[src/rtl/posit_fmau_pkg.sv]
// Shared types and constants for the posit FMAU issue stage.
package posit_fmau_pkg;

    localparam int POSIT_W = 32;
    localparam int PRE_W   = 2;
    localparam logic [POSIT_W-1:0] POSIT_NAR = 32'h8000_0000;

    // One queued operation: four posit operands plus precision selects.
    typedef struct packed {
        logic [POSIT_W-1:0] a;
        logic [POSIT_W-1:0] b;
        logic [POSIT_W-1:0] c;
        logic [POSIT_W-1:0] d;
        logic [PRE_W-1:0]   ipre;
        logic [PRE_W-1:0]   opre;
    } fmau_bundle_t;

    localparam int BUNDLE_W = $bits(fmau_bundle_t);

    typedef enum logic [1:0] {
        IDLE  = 2'd0,
        ISSUE = 2'd1,
        WAIT  = 2'd2,
        HOLD  = 2'd3
    } issue_state_t;

endpackage

[src/rtl/posit_fmau_issue_if.sv]
// Operand-source and result-sink handshake bundle for the issue stage.
interface posit_fmau_issue_if;
    import posit_fmau_pkg::*;

    logic               in_valid;
    logic               in_ready;
    logic [POSIT_W-1:0] in_a;
    logic [POSIT_W-1:0] in_b;
    logic [POSIT_W-1:0] in_c;
    logic [POSIT_W-1:0] in_d;
    logic [PRE_W-1:0]   in_ipre;
    logic [PRE_W-1:0]   in_opre;
    logic               res_valid;
    logic               res_ready;
    logic [POSIT_W-1:0] res_data;
    logic               res_err;

    // Master: the operand producer / result consumer.
    modport master (
        output in_valid, in_a, in_b, in_c, in_d, in_ipre, in_opre, res_ready,
        input  in_ready, res_valid, res_data, res_err
    );

    // Slave: the issue stage itself.
    modport slave (
        input  in_valid, in_a, in_b, in_c, in_d, in_ipre, in_opre, res_ready,
        output in_ready, res_valid, res_data, res_err
    );

endinterface

[src/rtl/posit_fmau_fifo.sv]
// Small synchronous FIFO with extra-MSB pointers; head entry is read combinationally.
module posit_fmau_fifo #(
    parameter int DEPTH = 4,
    parameter int WIDTH = 8
) (
    input  logic             clk,
    input  logic             rst,
    input  logic             push,
    input  logic [WIDTH-1:0] wr_data,
    input  logic             pop,
    output logic [WIDTH-1:0] rd_data,
    output logic             full,
    output logic             empty
);
    localparam int AW = $clog2(DEPTH);
    localparam logic [AW:0] PTR_ONE = (AW+1)'(1);

    logic [AW:0]      wr_ptr;
    logic [AW:0]      rd_ptr;
    logic [WIDTH-1:0] mem [DEPTH];
    logic             wr_en;
    logic             rd_en;

    // Full blocks a push even when a pop happens in the same cycle.
    assign wr_en   = push & ~full;
    assign rd_en   = pop & ~empty;
    assign empty   = (wr_ptr == rd_ptr);
    assign full    = (wr_ptr[AW] != rd_ptr[AW]) && (wr_ptr[AW-1:0] == rd_ptr[AW-1:0]);
    assign rd_data = mem[rd_ptr[AW-1:0]];

    // Pointer advance; wraps naturally through the extra MSB.
    always_ff @(posedge clk or posedge rst) begin
        if (rst) begin
            wr_ptr <= '0;
            rd_ptr <= '0;
        end else begin
            if (wr_en) wr_ptr <= wr_ptr + PTR_ONE;
            if (rd_en) rd_ptr <= rd_ptr + PTR_ONE;
        end
    end

    // Storage write; contents are don't-care until the pointers cover them.
    always_ff @(posedge clk) begin
        if (wr_en) mem[wr_ptr[AW-1:0]] <= wr_data;
    end

endmodule

[src/rtl/posit_fmau_issue.sv]
// Issue stage in front of the posit FMAU: queues operand bundles, launches one op at a
// time, holds operands until completion and captures the result (or a watchdog NaR).
module posit_fmau_issue
    import posit_fmau_pkg::*;
#(
    parameter int DEPTH   = 4,
    parameter int TIMEOUT = 64
) (
    input  logic               clk,
    input  logic               rst,
    posit_fmau_issue_if.slave  bus,
    output logic               fmau_start,
    output logic [POSIT_W-1:0] fmau_a,
    output logic [POSIT_W-1:0] fmau_b,
    output logic [POSIT_W-1:0] fmau_c,
    output logic [POSIT_W-1:0] fmau_d,
    output logic [PRE_W-1:0]   fmau_in_pre,
    output logic [PRE_W-1:0]   fmau_out_pre,
    input  logic [POSIT_W-1:0] fmau_out,
    input  logic               fmau_soe,
    output logic               busy
);
    localparam int WD_W = $clog2(TIMEOUT);
    localparam logic [WD_W-1:0] WD_LAST = WD_W'(TIMEOUT - 1);
    localparam logic [WD_W-1:0] WD_ONE  = WD_W'(1);

    issue_state_t       state;
    fmau_bundle_t       in_bundle;
    fmau_bundle_t       head;
    fmau_bundle_t       ops;
    logic [BUNDLE_W-1:0] fifo_rd;
    logic               fifo_full;
    logic               fifo_empty;
    logic               fifo_pop;
    logic [WD_W-1:0]    wdog;

    assign in_bundle = '{a: bus.in_a, b: bus.in_b, c: bus.in_c, d: bus.in_d,
                         ipre: bus.in_ipre, opre: bus.in_opre};
    assign head      = fmau_bundle_t'(fifo_rd);
    assign fifo_pop  = (state == IDLE) && !fifo_empty;

    posit_fmau_fifo #(.DEPTH(DEPTH), .WIDTH(BUNDLE_W)) u_fifo (
        .clk     (clk),
        .rst     (rst),
        .push    (bus.in_valid),
        .wr_data (in_bundle),
        .pop     (fifo_pop),
        .rd_data (fifo_rd),
        .full    (fifo_full),
        .empty   (fifo_empty)
    );

    assign bus.in_ready = ~fifo_full;
    assign busy         = (state != IDLE) || !fifo_empty;

    assign fmau_a       = ops.a;
    assign fmau_b       = ops.b;
    assign fmau_c       = ops.c;
    assign fmau_d       = ops.d;
    assign fmau_in_pre  = ops.ipre;
    assign fmau_out_pre = ops.opre;

    // Issue FSM: pop/launch, wait for soe or watchdog, hold result until consumed.
    // soe is only looked at in WAIT so a stray strobe from an unreset FMAU cannot land.
    always_ff @(posedge clk or posedge rst) begin
        if (rst) begin
            state         <= IDLE;
            fmau_start    <= 1'b0;
            ops           <= '0;
            wdog          <= '0;
            bus.res_valid <= 1'b0;
            bus.res_data  <= '0;
            bus.res_err   <= 1'b0;
        end else begin
            case (state)
                IDLE: begin
                    if (!fifo_empty) begin
                        ops        <= head;
                        fmau_start <= 1'b1;
                        state      <= ISSUE;
                    end
                end
                ISSUE: begin
                    fmau_start <= 1'b0;
                    wdog       <= '0;
                    state      <= WAIT;
                end
                WAIT: begin
                    if (fmau_soe) begin
                        bus.res_data  <= fmau_out;
                        bus.res_err   <= 1'b0;
                        bus.res_valid <= 1'b1;
                        state         <= HOLD;
                    end else if (wdog == WD_LAST) begin
                        bus.res_data  <= POSIT_NAR;
                        bus.res_err   <= 1'b1;
                        bus.res_valid <= 1'b1;
                        state         <= HOLD;
                    end else begin
                        wdog <= wdog + WD_ONE;
                    end
                end
                HOLD: begin
                    if (bus.res_ready) begin
                        bus.res_valid <= 1'b0;
                        state         <= IDLE;
                    end
                end
                default: state <= IDLE;
            endcase
        end
    end

endmodule

[src/flat_wrapper.sv]
// flat-port wrapper written by rule: the top's interface ports become plain ports
module posit_fmau_issue_flat import posit_fmau_pkg::*;
#(
    parameter int DEPTH   = 4,
    parameter int TIMEOUT = 64
)
  (clk, rst, fmau_start, fmau_a, fmau_b, fmau_c, fmau_d, fmau_in_pre, fmau_out_pre, fmau_out, fmau_soe, busy, bus_in_valid, bus_in_a, bus_in_b, bus_in_c, bus_in_d, bus_in_ipre, bus_in_opre, bus_res_ready, bus_in_ready, bus_res_valid, bus_res_data, bus_res_err);
  posit_fmau_issue_if bus_i ();
  input  logic clk;
  input  logic rst;
  output logic fmau_start;
  output logic [POSIT_W-1:0] fmau_a;
  output logic [POSIT_W-1:0] fmau_b;
  output logic [POSIT_W-1:0] fmau_c;
  output logic [POSIT_W-1:0] fmau_d;
  output logic [PRE_W-1:0] fmau_in_pre;
  output logic [PRE_W-1:0] fmau_out_pre;
  input  logic [POSIT_W-1:0] fmau_out;
  input  logic fmau_soe;
  output logic busy;
  input wire logic [$bits(bus_i.in_valid)-1:0] bus_in_valid;
  input wire logic [$bits(bus_i.in_a)-1:0] bus_in_a;
  input wire logic [$bits(bus_i.in_b)-1:0] bus_in_b;
  input wire logic [$bits(bus_i.in_c)-1:0] bus_in_c;
  input wire logic [$bits(bus_i.in_d)-1:0] bus_in_d;
  input wire logic [$bits(bus_i.in_ipre)-1:0] bus_in_ipre;
  input wire logic [$bits(bus_i.in_opre)-1:0] bus_in_opre;
  input wire logic [$bits(bus_i.res_ready)-1:0] bus_res_ready;
  output wire logic [$bits(bus_i.in_ready)-1:0] bus_in_ready;
  output wire logic [$bits(bus_i.res_valid)-1:0] bus_res_valid;
  output wire logic [$bits(bus_i.res_data)-1:0] bus_res_data;
  output wire logic [$bits(bus_i.res_err)-1:0] bus_res_err;
  assign bus_i.in_valid = bus_in_valid;
  assign bus_i.in_a = bus_in_a;
  assign bus_i.in_b = bus_in_b;
  assign bus_i.in_c = bus_in_c;
  assign bus_i.in_d = bus_in_d;
  assign bus_i.in_ipre = bus_in_ipre;
  assign bus_i.in_opre = bus_in_opre;
  assign bus_i.res_ready = bus_res_ready;
  assign bus_in_ready = bus_i.in_ready;
  assign bus_res_valid = bus_i.res_valid;
  assign bus_res_data = bus_i.res_data;
  assign bus_res_err = bus_i.res_err;
  posit_fmau_issue #(.DEPTH(DEPTH), .TIMEOUT(TIMEOUT)) u_core (.clk(clk), .rst(rst), .bus(bus_i), .fmau_start(fmau_start), .fmau_a(fmau_a), .fmau_b(fmau_b), .fmau_c(fmau_c), .fmau_d(fmau_d), .fmau_in_pre(fmau_in_pre), .fmau_out_pre(fmau_out_pre), .fmau_out(fmau_out), .fmau_soe(fmau_soe), .busy(busy));
endmodule
[config.mk]
export PLATFORM = sky130hd
export DESIGN_NAME = posit_fmau_issue_flat
export DESIGN_NICKNAME = d
export VERILOG_FILES = /design/src/rtl/posit_fmau_pkg.sv /design/src/rtl/posit_fmau_issue_if.sv /design/src/rtl/posit_fmau_fifo.sv /design/src/rtl/posit_fmau_issue.sv /design/src/flat_wrapper.sv
export SDC_FILE = /design/constraint.sdc
export NUM_CORES = 1
export LEC_CHECK = 0
export CORE_MARGIN = 5
export CORE_UTILIZATION = 35
export CTS_CLUSTER_SIZE = 20
export DETAILED_ROUTE_END_ITERATION = 10
export SETUP_SLACK_MARGIN = 0.02
export SLEW_MARGIN = 30
export SYNTH_ARGS = -nofsm -noshare
export SYNTH_HDL_FRONTEND = slang
export SYNTH_HIERARCHICAL = 1
export SYNTH_SLANG_ARGS = --single-unit
[constraint.sdc]
create_clock -name clk -period 6 [get_ports clk]
set_input_delay 1.2 -clock clk [delete_from_list [all_inputs] [get_ports clk]]
set_output_delay 1.2 -clock clk [all_outputs]
set_load 0.1 [all_outputs]
==> results of run 1 <==
==> per-layer routing <==
metal	track usage, %	up-vias	share of wire [%]
met5	0	-	0.14
met1	17.3	6633	39
met3	3.38	87	5.1
li1	-	5509	-
met4	5.03	10	2.3
met2	25.1	292	53
==> synthesized netlist by cell type, types with 3 or more instances <==
cell type	number
xnor2_1	4
nand3_1	3
o21ai_0	4
o31ai_1	5
ha_1	11
clkbuf_1	4
a21oi_1	10
and3_1	3
nor2_1	4
a211oi_1	3
mux2_2	133
dfrtp_1	181
inv_1	15
nor3_1	4
mux4_2	132
buf_1	3
xor2_1	3
a22o_1	33
nand2_1	10
buf_2	19
edfxtp_1	528
buf_4	8
buf_6	18
==> critical path, delay by kind of cell, from the launching register on <==
kind | cells | cell delay (ns)
and+or+nand+nor | 2 | 0.76
buffers and inverters | 1 | 1.03
xor gates and xnor gates | 1 | 0.25
DFF | 1 | 0.82
==> metrics by stage <==
step | hold slack [ns] | instance area (µm²) | setup WS (ns) | instances | util (%)
final | 0.502 | 33300 | 1.35 | 2579 | 44.7
after global routing | 0.514 | 33300 | 1.09 | 2578 | 44.7
after CTS | 0.505 | 33300 | 1.27 | 2574 | 44.7
after detailed placement | 0.481 | 30600 | 1.95 | 2430 | 41.1
after global placement | 0.482 | 30700 | 1.97 | 2430 | 41.2
after floorplan | 0.501 | 26200 | 0.0548 | 1160 | -
==> cell type report <==
| type | instances | share of cell area [%] |
|---|---|---|
| Inverter | 15 | 0.192 |
| Clock buffer | 95 | 6.45 |
| Clock inverter | 49 | 1.53 |
| Multi-Input combinational cell | 384 | 16.4 |
| Sequential cell | 709 | 61.3 |
| Timing Repair Buffer | 353 | 10.5 |
| Antenna cell | 5 | 0.0376 |
| Tap cell | 969 | 3.64 |
==> cells by family after synthesis <==
| family | after synthesis | synth area share (%) |
|---|---|---|
| muxes | 265 | 17.0 |
| xor gates and xnor gates | 10 | 0.420 |
| buffers and inverters | 67 | 1.68 |
| and+or+nand+nor | 31 | 0.634 |
| DFF | 709 | 77.7 |
| AOI/OAI and AO/OA | 67 | 2.02 |
| adders and majority gates | 11 | 0.525 |
==> cell usage in the layout, fill, tap and decap left out, types with 14 or more instances in the layout <==
master,instances
edfxtp_1,528
clkinv_2,20
clkdlybuf4s50_1,319
mux4_2,132
clkbuf_16,80
a22o_1,33
mux2_2,133
inv_1,14
dfrtp_1,179
buf_2,16
==> worst paths after layout <==
| kind | slack (ns) | cells past startpoint | end | from |
|---|---|---|---|---|
| setup / recovery | 1.35 | 4 | busy | u_core/u_fifo/rd_ptr[1] |
| hold / removal | 0.50 | 1 | u_core/fmau_c[14] | u_core/fmau_c[14] |
| setup reg to reg | 3.20 | 4 | u_core/u_fifo/mem[0][114] | u_core/u_fifo/rd_ptr[1] |
| hold reg to reg | 0.50 | 1 | u_core/fmau_c[14] | u_core/fmau_c[14] |
| max in group asynchronous | 3.93 | 3 | u_core/fmau_b[13] | rst |
| min in group asynchronous | 1.01 | 2 | u_core/u_fifo/wr_ptr[1] | rst |
==> registers in the layout, summed over array words and instances, names as in the netlist <==
name,cells
u_core/bus.res_data,32
u_core/bus.res_err,1
u_core/bus.res_valid,1
u_core/fmau_a,32
u_core/fmau_b,32
u_core/fmau_c,32
u_core/fmau_d,32
u_core/fmau_in_pre,2
u_core/fmau_out_pre,2
u_core/fmau_start,1
u_core/state,2
u_core/u_fifo/mem,528
u_core/u_fifo/rd_ptr,3
u_core/u_fifo/wr_ptr,3
u_core/wdog,6
==> out/results.tsv, run 1 <==
stage	metric	value	unit
logic_synthesis	Syn Std Cell Area	0.0262	mm²
final_layout	Multi-input gate area	0.00545	mm²
placed_design	RD Place Congestion	0.710	
sta	Highest Clock Rate	215	MHz
drt	total wire length	57400	µm
placed_design	hpwl dp	33200	µm
drt	DRT iter0 DRCs	672	
setup_path	Critical Path AT	3.45	ns
sta	slew of the pin with the lowest slew margin	1.04	ns
final_layout	register area	0.0204	mm²
logic_synthesis	#FFs+latches synth	709	
global_route	initial antenna violation count	10	
global_route	vias in the first global route	14000	
floorplan	core area	0.0744	mm²
logic_synthesis	average size of a mapped cell	22.6	µm²
global_route	largest net degree at the start of global routing	92	
final_layout	layout overhead on the synthesized area	26.9	%
logic_synthesis	Synth top area share	60.4	%
logic_synthesis	Post-Syn Nets	1340	
logic_synthesis	Yosys top cell by area	edfxtp_1	
placed_design	I/O Buffers	337	
drt	DR vias	12500	
drt	drt wl/cell	22.2	µm
floorplan	die height	284	µm
sta	Final min period	4.65	ns
global_route	GRT Overall Usage	14.3	%
sta	Final Cycle Share	77.6	%
logic_synthesis	FFs w/ async S/R, synth	25.5	%
drt	Pre-antenna DRT Iters	4	
setup_path	critical path required time	4.80	ns
sta	RSZ-0062 raised after global routing	false	
final_layout	layout cells sized above 1	27.7	%
floorplan	Die W	284	µm
setup_path	critical path class	reg2out	
cts	CTS H-tree depth	3	
logic_synthesis	register area share after synthesis	77.7	%
cts	Max Buffers Root-to-Sink	3	
setup_path	Critical Path Fanout Max	36	
drt	Via density	4.86	
sta	Slew Limit Fails	0	
logic_synthesis	warnings from Yosys	6	
setup_path	CP Capture Type	output port	
final_layout	FILL cells	6358	
setup_path	crit start category	flip-flop	
job	max_cap viols	0	
cts	Sink Count	709	
cts	clock latency on the worst-skew pair	0.60	ns
logic_synthesis	Mapped Cells	1160	
floorplan	DIE AREA	0.0805	mm²
drt	post-route DRC violation count	0	
setup_path	crit-path cells	xor2_1, nor3_1, nand2_1, clkdlybuf4s50_1	
drt	post-route ant nets	0	
sta	Clock Skews	0.0153	ns
cts	# resized after CTS	0	
floorplan	# IOs	338	
floorplan	Initial Utilization	35.2	%
sta	Fin. Hold Viols	0	
cts	hold-fix buffer count after cts	0	
sta	slew margin rel.	30.5	%
global_route	GRT overflow	0	
setup_path	Worst path max stage delay	1.03	ns
cts	CTS tree	built	
final_layout	fin nets	1720	
sta	TNS Setup	0	ns
cts	setup bufs post-CTS	0	
cts	CTS Buf Count	77	
logic_synthesis	Post-synth EDFFs	528	
status	status	complete, no violations	
logic_synthesis	number of distinct library cells after synthesis	41	
floorplan	cell row count	100	
cts	Worst-path clk slew	0.06	ns
sta	endpoints failing setup	0	
worst_hold_path	HP Class	reg2reg	
cts	Clk Tree Root Cell	clkbuf_16	
setup_path	slowest CP cell	clkdlybuf4s50_1	
global_route	first-pass GRT wire length	88200	µm
logic_synthesis	Synth area leaders	edfxtp_1 60%, dfrtp_1 17%, mux4_2 11%, mux2_2 5.7%, a22o_1 1.1%	
logic_synthesis	Top FF cell, synth	edfxtp_1	
Power of run 1 is not shown: default switching activity piles up to over one toggle a cycle in this logic, so the estimate is an artifact.
==> run 2: changes to the inputs <==
==> constraint.sdc (replaced) <==
create_clock -name clk -period 3.75 [get_ports clk]
set_input_delay 0.75 -clock clk [delete_from_list [all_inputs] [get_ports clk]]
set_output_delay 0.75 -clock clk [all_outputs]
set_load 0.1 [all_outputs]
==> out/results.tsv, run 2 (synthesis results as in run 1) <==
stage	metric	value	unit	change
final_layout	fin nets	1747		+1.6%
cts	Clk Tree Root Cell	clkbuf_16		
drt	post-route ant nets	0		unchanged
sta	Clock Skews	0.0297	ns	+0.0144 ns
cts	Worst-path clk slew	0.06	ns	about the same
cts	CTS Buf Count	78		+1.3%
floorplan	core area	0.0744	mm²	unchanged
setup_path	CP Depth	4		unchanged
final_layout	commonest non-fill, non-tap cells in the layout	528 x edfxtp_1, 329 x clkdlybuf4s50_1, 179 x dfrtp_1		
drt	Pre-antenna DRT Iters	5		+1
setup_path	Setup crit start	u_core/u_fifo/wr_ptr[0]		
cts	Sink Count	709		unchanged
drt	DRT iter0 DRCs	778		+16%
final_layout	layout cells sized above 1	28.0	%	+0.28 points
setup_path	r2r endpoint	u_core/fmau_c[5]		
setup_path	CP Capture Type	output port		
setup_path	FF-to-FF Start	u_core/u_fifo/rd_ptr[0]		
cts	# resized after CTS	0		unchanged
final_layout	layout overhead on the synthesized area	28.6	%	
final_layout	register area	0.0204	mm²	unchanged
cts	hold-fix buffer count after cts	0		unchanged
cts	setup bufs post-CTS	0		unchanged
drt	DR vias	12700		+1.1%
final_layout	Multi-input gate area	0.00545	mm²	about the same
sta	Highest Clock Rate	309	MHz	
cts	CTS H-tree depth	3		unchanged
job	max_cap viols	0		unchanged
placed_design	I/O Buffers	337		unchanged
sta	endpoints failing setup	0		unchanged
final_layout	FILL cells	6242		-1.8%
final_layout	max FFs per register	528		unchanged
drt	Via density	4.87		+0.20%
cts	Max Buffers Root-to-Sink	3		unchanged
worst_hold_path	min-delay src	u_core/bus.res_data[16]		
sta	slew of the pin with the lowest slew margin	1.04	ns	+0.000759 ns
sta	slew margin rel.	30.4	%	-0.051 points
global_route	initial antenna violation count	3		-7
sta	RSZ-0062 raised after global routing	false		
global_route	GRT overflow	0		unchanged
sta	Fin. Hold Viols	0		unchanged
floorplan	DIE AREA	0.0805	mm²	unchanged
status	status	complete, no violations		
drt	total wire length	59100	µm	+3.1%
setup_path	CP top delay family	simple AND/OR/NAND/NOR gates		
setup_path	critical path required time	3.00	ns	-1.80 ns
cts	clock latency on the worst-skew pair	0.61	ns	about the same
floorplan	Initial Utilization	35.2	%	unchanged
floorplan	# IOs	338		unchanged
placed_design	RD Place Congestion	0.691		-2.7%
setup_path	flop-to-flop setup slack	1.15	ns	-2.05 ns
floorplan	cell row count	100		unchanged
sta	Slew Limit Fails	0		unchanged
placed_design	hpwl dp	36800	µm	+11%
setup_path	Critical Path Fanout Max	6		-83%
global_route	largest net degree at the start of global routing	137		+49%
setup_path	crit-path cells	xor2_2, nor3_1, nand2_1, buf_4		
global_route	first-pass GRT wire length	90100	µm	+2.2%
setup_path	R2R depth	4		unchanged
global_route	vias in the first global route	14000		-0.12%
sta	Final min period	3.24	ns	
setup_path	Worst Setup EP	busy		
setup_path	crit start category	flip-flop		
setup_path	Worst path max stage delay	0.68	ns	-0.35 ns
sta	Final Cycle Share	86.4	%	
setup_path	Critical Path AT	2.49	ns	-0.96 ns
floorplan	die height	284	µm	unchanged
sta	TNS Setup	0	ns	unchanged
worst_hold_path	HP Class	reg2reg		
global_route	GRT Overall Usage	14.6	%	+0.34 points
drt	drt wl/cell	22.7	µm	+2.2%
setup_path	Critical path buffers and inverters	1		unchanged
drt	post-route DRC violation count	0		unchanged
final_layout	leading cell type in the layout, fill and taps excluded	edfxtp_1		
cts	CTS tree	built		
floorplan	Die W	284	µm	unchanged
setup_path	slowest CP cell	nor3_1		
setup_path	critical path class	reg2out		
==> run 2: cell types whose count changed in the layout (fill, tap and decap cells not counted), sizes merged <==
cell           delta
inv               -4
bufinv            +3
clkdlybuf4s50    +10
diode             -4
clkbuf            +6
buf              +16
clkinv            -4
==> run 2: metrics by stage <==
stage,area [µm²],instances,hold WS (ns),util (%),setup WS (ns)
final,33800,2602,0.497,45.3,0.510
after detailed placement,31000,2456,0.486,41.7,0.920
after global placement,31000,2455,0.482,41.7,0.931
after floorplan,26300,1160,0.501,-,0.148
after CTS,33700,2601,0.504,45.3,0.453
after global routing,33800,2602,0.520,45.3,0.301
==> run 2: area by class of cell <==
cell class	instances	area share, %
antenna	1	0.00741
clock buffer	101	6.43
clock inverter	44	1.63
inverter	15	0.178
multi-input combinational	384	16.1
sequential	709	60.4
tap	969	3.59
timing repair buffer	379	11.6
==> run 2: worst min-delay path by stage <==
stage | end | slack (ns) | depth (start not counted)
final | u_core/bus.res_data[16] | 0.50 | 1
after global routing | u_core/bus.res_data[24] | 0.52 | 1
after CTS | u_core/bus.res_data[7] | 0.50 | 1
after detailed placement | u_core/bus.res_data[7] | 0.49 | 1
after global placement | u_core/bus.res_data[9] | 0.48 | 1
after floorplan | u_core/wdog[1] | 0.50 | 2
==> run 2: worst register-to-register path, cell delays in order (launching register included) <==
cell	delay, ns
dfrtp_4	0.42
buf_4	0.44
buf_4	0.74
mux4_2	0.63
mux2_2	0.28
==> run 2: routing by layer <==
metal,part of all wire (%),up-vias,routed length (µm),global-route usage [%]
met5,0.044,-,26,0
met4,2.1,4,1210,3.90
met3,4.7,87,2800,3.20
met2,51,299,30300,25.0
met1,42,6718,24800,19.1
li1,-,5560,-,-
Power of run 2 is left out for the same reason.
